### src/rtl/uart_tx_arbiter.sv
// Two-requester byte arbiter that feeds one shared UART transmitter port.
// Each requester has a small FIFO. A round-robin scheduler moves one byte per completed frame.

module uart_tx_arbiter_fifo #(
  parameter int DEPTH_LOG2 = 2
) (
  input  logic       i_clk,
  input  logic       i_reset,
  input  logic       i_push,
  input  logic [7:0] i_dat,
  input  logic       i_pop,
  output logic [7:0] o_head,
  output logic       o_full,
  output logic       o_empty,
  output logic       o_overflow
);
  localparam int DEPTH = 1 << DEPTH_LOG2;
  localparam logic [DEPTH_LOG2:0] PTR_ONE = 1;

  logic [7:0]          mem [DEPTH];
  logic [DEPTH_LOG2:0] wr_ptr, rd_ptr;
  logic                overflow;

  // The extra pointer MSB tells a full FIFO apart from an empty one.
  assign o_empty    = (wr_ptr == rd_ptr);
  assign o_full     = (wr_ptr[DEPTH_LOG2] != rd_ptr[DEPTH_LOG2]) &&
                      (wr_ptr[DEPTH_LOG2-1:0] == rd_ptr[DEPTH_LOG2-1:0]);
  assign o_head     = mem[rd_ptr[DEPTH_LOG2-1:0]];
  assign o_overflow = overflow;

  always_ff @(posedge i_clk) begin
    if (i_reset) begin
      wr_ptr   <= '0;
      rd_ptr   <= '0;
      overflow <= 1'b0;
    end else begin
      // Full is taken from the registered pointers, so a pop in this cycle frees no slot.
      if (i_push) begin
        if (o_full) overflow <= 1'b1;
        else        wr_ptr   <= wr_ptr + PTR_ONE;
      end
      if (i_pop && !o_empty) rd_ptr <= rd_ptr + PTR_ONE;
    end
  end

  always_ff @(posedge i_clk) begin
    if (i_push && !o_full) mem[wr_ptr[DEPTH_LOG2-1:0]] <= i_dat;
  end
endmodule

module uart_tx_arbiter #(
  parameter int DEPTH_LOG2 = 2
) (
  input  logic       i_clk,
  input  logic       i_reset,
  input  logic [7:0] i_dat_a,
  input  logic       i_we_a,
  input  logic       i_cyc_a,
  output logic [7:0] o_dat_a,
  input  logic [7:0] i_dat_b,
  input  logic       i_we_b,
  input  logic       i_cyc_b,
  output logic [7:0] o_dat_b,
  output logic [7:0] o_tx_dat,
  output logic       o_tx_we,
  output logic       o_tx_cyc,
  input  logic [7:0] i_tx_stat,
  output logic       o_busy,
  output logic       o_gnt
);
  localparam int NUM_REQ = 2;

  typedef enum logic [1:0] {IDLE, ISSUE, WAIT_START, WAIT_DONE} state_t;

  logic [NUM_REQ-1:0]      push, pop, full, empty, ovf;
  logic [NUM_REQ-1:0][7:0] din, head;

  state_t     state, state_nxt;
  logic       gnt, sel, start;
  logic [7:0] tx_dat;
  logic       tx_active;
  logic       unused_stat;

  assign push = {i_cyc_b & i_we_b, i_cyc_a & i_we_a};
  assign din  = {i_dat_b, i_dat_a};

  for (genvar g = 0; g < NUM_REQ; g++) begin : g_fifo
    uart_tx_arbiter_fifo #(.DEPTH_LOG2(DEPTH_LOG2)) u_fifo (
      .i_clk      (i_clk),
      .i_reset    (i_reset),
      .i_push     (push[g]),
      .i_dat      (din[g]),
      .i_pop      (pop[g]),
      .o_head     (head[g]),
      .o_full     (full[g]),
      .o_empty    (empty[g]),
      .o_overflow (ovf[g])
    );
  end

  assign tx_active   = i_tx_stat[0];
  assign unused_stat = ^i_tx_stat[7:1];

  always_comb begin
    state_nxt = state;
    pop       = '0;
    sel       = gnt;
    start     = 1'b0;
    case (state)
      IDLE: begin
        if (!(&empty) && !tx_active) begin
          start = 1'b1;
          // On a tie the requester that did not win last time goes next.
          if (empty[0])      sel = 1'b1;
          else if (empty[1]) sel = 1'b0;
          else               sel = ~gnt;
          pop[sel]  = 1'b1;
          state_nxt = ISSUE;
        end
      end
      ISSUE:      state_nxt = WAIT_START;
      // The transmitter raises active a couple of cycles after the write; sit here until it does.
      WAIT_START: if (tx_active)  state_nxt = WAIT_DONE;
      WAIT_DONE:  if (!tx_active) state_nxt = IDLE;
      default:    state_nxt = IDLE;
    endcase
  end

  always_ff @(posedge i_clk) begin
    if (i_reset) begin
      state  <= IDLE;
      gnt    <= 1'b1;
      tx_dat <= 8'h00;
    end else begin
      state <= state_nxt;
      if (start) begin
        gnt    <= sel;
        tx_dat <= head[sel];
      end
    end
  end

  assign o_tx_dat = tx_dat;
  assign o_tx_we  = (state == ISSUE);
  assign o_tx_cyc = (state == ISSUE);
  assign o_busy   = (state != IDLE);
  assign o_gnt    = gnt;
  assign o_dat_a  = {5'b0, ovf[0], empty[0], full[0]};
  assign o_dat_b  = {5'b0, ovf[1], empty[1], full[1]};
endmodule

### config.mk
export PLATFORM = sky130hd
export DESIGN_NAME = uart_tx_arbiter
export DESIGN_NICKNAME = d
export VERILOG_FILES = /design/src/rtl/uart_tx_arbiter.sv
export SDC_FILE = /design/constraint.sdc
export NUM_CORES = 1
export LEC_CHECK = 0
export ABC_AREA = 1
export BUFFER_PORTS_ARGS = -buffer_cell sky130_fd_sc_hd__buf_2
export CORE_MARGIN = 5
export CORE_UTILIZATION = 61
export CTS_CLUSTER_SIZE = 20
export DETAILED_ROUTE_END_ITERATION = 12
export PLACE_DENSITY = 0.9
export SYNTH_ARGS = -nofsm -noshare
export SYNTH_HDL_FRONTEND = slang
export SYNTH_SLANG_ARGS = --single-unit
### constraint.sdc
create_clock -name i_clk -period 3.3 [get_ports i_clk]
set_input_delay 0.165 -clock i_clk [delete_from_list [all_inputs] [get_ports i_clk]]
set_output_delay 0.165 -clock i_clk [all_outputs]
set_load 0.005 [all_outputs]
# Word level (Yosys, flattened, before mapping)
# Memories as Yosys holds them, arrays and structs flattened. A register that Yosys moved wholly into a read port is not among the register bits.
# Index checks and enable logic that the tools add are counted.
# W data, S select, Z words.
[totals] reg_bits=25 ramBits=64 wordCells=83 n_memories=2
[classes] add_sub_neg=4 n_lt_le_gt_ge=3 eq_ne=12 mux=26 bitwise_logic=5 reduce_logical=22
[mem_list] name="g_fifo[0].u_fifo.mem" depth=4 width=8 rd=1 rd_ports_with_merged_regs=1 wr=1 line_no="20" text="logic [7:0] mem [DEPTH];"
[mem_list] name="g_fifo[1].u_fifo.mem" depth=4 width=8 rd=1 rd_ports_with_merged_regs=1 wr=1 line_no="20"
[op_table] operator="$mux W2" n=9
[op_table] operator="$mux W8" n=2
[op_table] operator="$mux W1" n=13
[op_table] operator="$add A3 B1 Y3 const B" n=4
[op_table] operator="$reduce_and A2 Y1" n=5
[op_table] operator="$logic_and A1 B1 Y1" n=8
[op_table] operator="$pmux W2 S4" n=1
[op_table] operator="$eq A3 B3 Y1" n=2
[op_table] operator="$logic_not A1 Y1" n=6
[op_table] operator="$ne A2 B2 Y1 const B" n=3
[op_table] operator="$eq A2 B2 Y1" n=2
[op_table] operator="$eq A2 B2 Y1 const B" n=2
[op_table] operator="$lt A1 B2 Y1 const B" n=2
[op_table] operator="$not A1 Y1" n=3
[op_table] operator="$reduce_and A3 Y1" n=1
[op_table] operator="$and A1 B1 Y1" n=2
[op_table] operator="$eq A2 B1 Y1 const B" n=1
[op_table] operator="$logic_not A2 Y1" n=1
[op_table] operator="$ne A1 B1 Y1" n=2
[op_table] operator="$reduce_bool A2 Y1" n=1
[op_table] operator="$demux W1 S1" n=1
[op_table] operator="$ge A1 B1 Y1 const B" n=1

# Logic depth before layout (Yosys ltp)
# Gate-level depths: netlist of the first run.
[logic_depth] ltp_word=15 ltp_mapped=12 ltp_nobuf=12

# Cells and area by module
# From an unflattened synthesis of the first run, not the netlist that was laid out.
[hier_totals] cells_unflattened=431 hier_area_um2=4269.1
[modules_own_cells] module="uart_tx_arbiter_fifo" n_inst=2 cells_per_inst=157 area_per_inst_um2=1740.4 seq_area_each_um2=1141.1
[modules_own_cells] module="uart_tx_arbiter" n_inst=1 cells_per_inst=117 area_per_inst_um2=788.3 seq_area_each_um2=220.2

# Worst setup path after synthesis of the first run
# Ideal clock, no wire load.
[synth_timing] path_kind="reg-to-reg" startpoint="reg g_fifo[0].u_fifo.wr_ptr[0]" endpoint="mem g_fifo[0].u_fifo.mem[3][0], enable pin" setup_ns=0.375 t_arrival_ns=1.198 t_required_ns=2.925 slack_ns=1.727 path_stages_with_launch=7 cell_sequence="dfxtp_1 inv_2 nand2_1 nand2_1 nand2_2 o21ai_2 nor2_1"
[synth_via] elab_chain_len=6
[synth_rtl] element="start, declared" line_no="21" text="logic [DEPTH_LOG2:0] wr_ptr, rd_ptr;"
[synth_rtl] element="start signal, assigned" line_no="40" text="else wr_ptr <= wr_ptr + PTR_ONE;"
[synth_rtl] element="$eq A2 B2 Y1" line_no="27" text="(wr_ptr[DEPTH_LOG2-1:0] == rd_ptr[DEPTH_LOG2-1:0]);"
[synth_rtl] element="$logic_and A1 B1 Y1" line_no="26" text="assign o_full = (wr_ptr[DEPTH_LOG2] != rd_ptr[DEPTH_LOG2]) &&"
[synth_rtl] element="$logic_not A1 Y1" line_no="47" text="if (i_push && !o_full) mem[wr_ptr[DEPTH_LOG2-1:0]] <= i_dat;"
[synth_rtl] element="$logic_and A1 B1 Y1" line_no="47"
[synth_rtl] element="$mux W1" line_no="47"
[synth_rtl] element="$mux W1 (implied by the code)" line_no="47"
[synth_rtl] element="end, declared" line_no="20"
# Several ways; a longest one is shown, not always the timed one.

# Worst setup path in the final report of the first run
[layout_timing] startpoint="reg g_fifo[0].u_fifo.wr_ptr[0]" endpoint="mem g_fifo[0].u_fifo.mem[3][4], enable pin"
# Same word-level chain as after synthesis.

==> results of run 1 <==
-- cell usage in the layout (no fill, tap or decap), types with 9 or more instances in the layout --
master    instances
inv_2             9
mux2i_1           9
edfxtp_1         64
clkbuf_8          9
a21oi_1          24
nor2_1           22
ha_1             15
nand2_1          64
conb_1           10
buf_2            40
o21ai_0          22
dfxtp_1          29
inv_1            26
-- state kept, by name, indices dropped and copies added, names as in the netlist, named ones only --
name and cells:
g_fifo.u_fifo.o_overflow 2, g_fifo.u_fifo.rd_ptr 6, g_fifo.u_fifo.mem 64, o_tx_dat 8, state 2, o_gnt 1, g_fifo.u_fifo.wr_ptr 6
-- where the power goes --
group	leakage, nW	internal (mW)	switching (mW)
Clock	0.107	0.433	0.402
Combinational	0.865	0.282	0.459
Sequential	0.819	1.34	0.117
Total	1.79	2.06	0.979
-- cells by family (layout without fill, tap and decap cells) --
logic type / after synthesis / count (layout) / synth area share [%]
mux: 9 / 9 / 2.19
buf+inv: 63 / 95 / 7.81
fa+ha+maj: 15 / 15 / 4.56
compound gates: 79 / 79 / 12.5
flops: 93 / 93 / 60.8
simple gates: 105 / 105 / 11.9
other cells: 1 / 10 / 0.0910
xor+xnor: 1 / 1 / 0.213
-- what timing repair did --
action                    CTS  global route
hold buffers                2             2
hold endpoints to repair    8             6
setup buffers               0             0
-- per-layer routing --
| metal | routed length (µm) | global-route usage [%] | part of all wire [%] |
|---|---|---|---|
| met1 | 3150 | 23.2 | 42 |
| met3 | 355 | 3.61 | 4.7 |
| met4 | 198 | 9.78 | 2.6 |
| met5 | 0 | 0 | 0 |
| met2 | 3820 | 32.4 | 51 |
-- worst reg2reg max path: stages, from the launching register on --
cell	delay, ns
dfxtp_1	0.41
inv_2	0.08
nand2_1	0.06
nand2_1	0.07
nand2_2	0.12
o21ai_2	0.12
nor2_1	0.69
-- cell type report --
cell class                 instances  area [µm²]  area share (%)
clock buffer                      10         128            2.82
timing repair buffer              44         240            5.31
tap                               80         100            2.21
multi-input combinational        219        1330            29.4
clock inverter                     6        93.8            2.07
inverter                          35         131            2.90
sequential                        93        2500            55.3
-- path summary, 6_finish.rpt --
check	startpoint	slack, ns	endpoint	depth (start not counted)
worst max-delay path	g_fifo[0].u_fifo.wr_ptr[0]	1.39	g_fifo[0].u_fifo.mem[3][4]	6
worst min-delay path	i_dat_a[3]	0.01	g_fifo[0].u_fifo.mem[3][3]	1
worst min register to register	g_fifo[0].u_fifo.o_overflow	0.47	g_fifo[0].u_fifo.o_overflow	2
worst max register to register	g_fifo[0].u_fifo.wr_ptr[0]	1.39	g_fifo[0].u_fifo.mem[3][4]	6
-- through the flow --
stage | setup WS, ns | instances
2_1_floorplan | 1.73 | 375
3_5_place_dp | 1.36 | 467
5_1_grt | 1.20 | 487
3_3_place_gp | 1.44 | 467
6_report | 1.39 | 487
4_1_cts | 1.35 | 485
==> results.toml, run 1 <==
[clocking]
cts_max_path_buffers = 2
cts_sinks = 93
clock_latency_ns = 0.37
cts.clk_slew.worst_paths_ns = 0.10
cts-root-buf = "clkbuf_8"
numCtsBuffers = 9
cts_resized = 0
cts_max_level = 3
cts_tree = "built"

[synth]
yosys_warnings = 0
synthFlopType = "edfxtp_1"
synth_cells = 366
synth.area.top_cells = "edfxtp_1, dfxtp_1, nand2_1, ha_1, buf_4"
synth_edf_count = 64
synth-async-reset-ratio_pct = 0
synth_top_area_cell = "edfxtp_1"
synthDistinctLibCells = 33
synth-seq-cells = 93
synth_top_cell_area_share_pct = 46.7
synthTopCellsByCount = "edfxtp_1, nand2_1, dfxtp_1"
syn_area_per_cell_um2 = 11.3
syn_area_um2 = 4120
ys_seq_area_share_pct = 60.8

[timing]
finalCriticalPeriod_ns = 1.91
drv_slew = 0
slew_headroom_pct = 41.2
finalHoldViolCount = 0
rsz0062_at_grt = "no"
clock_skew_ns = 0.0142
fmax_mhz = 523
setup_tns_ns = 0
worst_pin_slew_ns = 0.879
post-route-period-util_pct = 57.9
setup_violations = 0
whs_ns = 0.0114

[placed_design]
port_buffers = 40
placed_area_um2 = 4260
dp.final_hpwl_um = 5150
routabilityCongestion = 0.780

[die]
die_x_um = 92.2
ios = 58
initial_core_util_pct = 61.6
dieArea_um2 = 8500
die_h_um = 92.2
rows = 30
core_area_um2 = 6680

[worst_setup_path]
arrival_ns = 1.91
cp_top_family = "simple AND/OR/NAND/NOR gates"
cp.required_ns = 3.30
worst-setup-path-type = "flop to flop"
slowest_delay_ns = 0.69
critical_path.endpoint_type = "flop"
worstPathCellList = "inv_2, nand2_1, nand2_1, nand2_2, o21ai_2, nor2_1"
cp_num_buf_inv = 1
crit_top_cell = "nand2_1"
worstPathMaxFanout = 10
slowest_stage = "nor2_1"
start_kind = "flop"

[finish]
final_layout_size_suffix_gt1_share_pct = 21.6
design_area_um2 = 4520
final_util_pct = 67.7
area_growth_pct = 9.84
layout.nets = 447
antenna_cells = 0
fillers = 478

[global_route]
grtUsageTotal_pct = 19.1
grt_pass1_vias = 2710
grt_max_degree = 21
grt_remaining_overflow = 0
grt_pass1_wl_um = 12600
antenna_found_initial = 0

[drt]
drt-total-wl_um = 7530
drt-wirelength-per-cell_um = 15.5
vias_per_cell = 5.49
num_vias = 2673
first_pass_iters = 4
drtAntennaViolNets = 0
drc = 0
drt_iter0_markers = 148

[power]
peakVddDrop_mv = 0.384
p_total_mw = 3.04
power_density_nw_per_um2 = 671
cellLeakagePower_nw = 1.79

[status]
status = "finished, final reports clean"

[min_path]
min_path_type = "input pin to flop"

[run]
maxCapViolCount = 0
(Power assumes the default switching activity.)
==> run 2: changes to the inputs <==
CORE_UTILIZATION = 57   (was 61)
PLACE_DENSITY = 0.85   (was 0.9)
clock period = 1.8 ns   (was 3.3 ns; I/O delays follow)
==> results.toml, run 2 (synthesis results as in run 1) <==
[drt]
drt_iter0_markers = 106
drt-total-wl_um = 7640
vias_per_cell = 5.11
first_pass_iters = 4
drtAntennaViolNets = 0
drc = 0
drt-wirelength-per-cell_um = 14.4
num_vias = 2717

[clocking]
cts-root-buf = "clkbuf_8"
cts_max_level = 3
clock_latency_ns = 0.35
cts.clk_slew.worst_paths_ns = 0.08
post_cts_buffers = 0
numCtsBuffers = 9
cts_sinks = 93
cts_max_path_buffers = 2
cts_tree = "built"

[worst_setup_path]
critical_path.endpoint_type = "flop"
r2r_setup_slack_ns = 0.002
worst-r2r-cell-count = 6
slowest_stage = "nor2_1"
slowest_delay_ns = 0.59
worst-setup-path-type = "flop to flop"
crit_top_cell = "nand2_1"
cp.required_ns = 1.79
cp_top_family = "simple AND/OR/NAND/NOR gates"
start_kind = "flop"
worstPathCellList = "inv_2, nand2_1, nand2_1, nand2_1, o21ai_2, nor2_1"
worstPathMaxFanout = 9
cp_num_cells = 6
arrival_ns = 1.79
cp_num_buf_inv = 1

[die]
initial_core_util_pct = 57.7
dieArea_um2 = 9030
rows = 31
die_x_um = 95.0
core_area_um2 = 7140
die_h_um = 95.0
ios = 58

[placed_design]
place_inst = 500
routabilityCongestion = 0.758
dp.final_hpwl_um = 5280
port_buffers = 40

[power]
combPwrFrac_pct = 28.1
power_frac_clock_pct = 23.9
p_sw_mw = 1.75
power_density_nw_per_um2 = 1150
cellLeakagePower_nw = 1.90
peakVddDrop_mv = 0.575
intPower_mw = 3.71
sw_frac_of_total_pct = 32.1
power.share.sequential_pct = 48.0

[global_route]
antenna_found_initial = 0
grt_max_degree = 21
grt_pass1_wl_um = 12600
grtUsageTotal_pct = 18.5
grt_remaining_overflow = 0
grt_pass1_vias = 2706

[finish]
largest_register_ffs = 64
antenna_cells = 0
final_util_pct = 66.7
layout_common_cells = "nand2_1, edfxtp_1, buf_2"
fillers = 508
layout.nets = 474
final_layout_size_suffix_gt1_share_pct = 24.5
area_growth_pct = 15.6
fin_cells = 532

[timing]
drv_slew = 0
slew_headroom_pct = 51.2
fmax_mhz = 556
clock_skew_ns = 0.00747
setup_violations = 0
finalHoldViolCount = 0
rsz0062_at_grt = "yes"
whs_ns = 0.117
post-route-period-util_pct = 99.9
finalCriticalPeriod_ns = 1.80
worst_pin_slew_ns = 0.730

[min_path]
hold_depth = 5
min_path_type = "input pin to flop"

[run]
maxCapViolCount = 0

[status]
status = "finished, final reports clean"
## run 2: cell type report
cell class              count  area, µm²  area share, %
multi-input cells         219       1340           28.2
well taps                  99        124           2.60
clock inverters             5       52.6           1.10
repair buffers             71        475           9.98
flip-flops and latches     93       2500           52.5
clock buffers              10        128           2.68
inverters                  35        136           2.86
## run 2: final timing paths
check                                                 start                           to
worst max-delay path             g_fifo[1].u_fifo.wr_ptr[0]   g_fifo[1].u_fifo.mem[1][3]
worst min-delay path                                 i_we_a  g_fifo[0].u_fifo.o_overflow
worst max register to register   g_fifo[1].u_fifo.wr_ptr[0]   g_fifo[1].u_fifo.mem[1][3]
worst min register to register  g_fifo[0].u_fifo.o_overflow  g_fifo[0].u_fifo.o_overflow
## run 2: power groups by stage
stage | Clock, mW | Sequential [mW] | Combinational (mW)
2_1_floorplan | 0 | 2.60 | 1.15
3_3_place_gp | 0 | 2.65 | 1.43
3_5_place_dp | 0 | 2.66 | 1.49
4_1_cts | 1.31 | 2.62 | 1.53
5_1_grt | 1.40 | 2.64 | 1.73
6_report | 1.31 | 2.62 | 1.53
## run 2: timing repair
| action | CTS | global route |
|---|---|---|
| gates resized for setup | 1 | 9 |
| hold buffers | 17 | 0 |
| hold endpoints to repair | 68 | 0 |
| endpoints found under the setup margin | 33 | 53 |
## run 2: routing by layer
metal / track usage (%) / vias to the layer above / wire length [µm]
met5: 0 / - / 0
met4: 6.25 / 0 / 118
met3: 4.46 / 15 / 298
met2: 32.4 / 55 / 3880
met1: 22.3 / 1285 / 3340
li1: - / 1362 / -
## run 2: stage by stage
stage          cell area (µm²)  setup slack (ns)  total power, mW  TNS (ns)
3_5_place_dp              4390           -0.0512             4.15    -0.651
2_1_floorplan             4150             0.227             3.74         0
6_report                  4760           0.00211             5.46         0
5_1_grt                   4760            -0.142             5.77     -2.22
3_3_place_gp              4390            0.0796             4.08         0
4_1_cts                   4740           -0.0441             5.46    -0.774
## run 2: tightest hold or removal path: stages
cell and delay [ns]:
buf_2 0.08, nand2_1 0.04, inv_1 0.08, a21oi_1 0.07, nor2_1 0.07
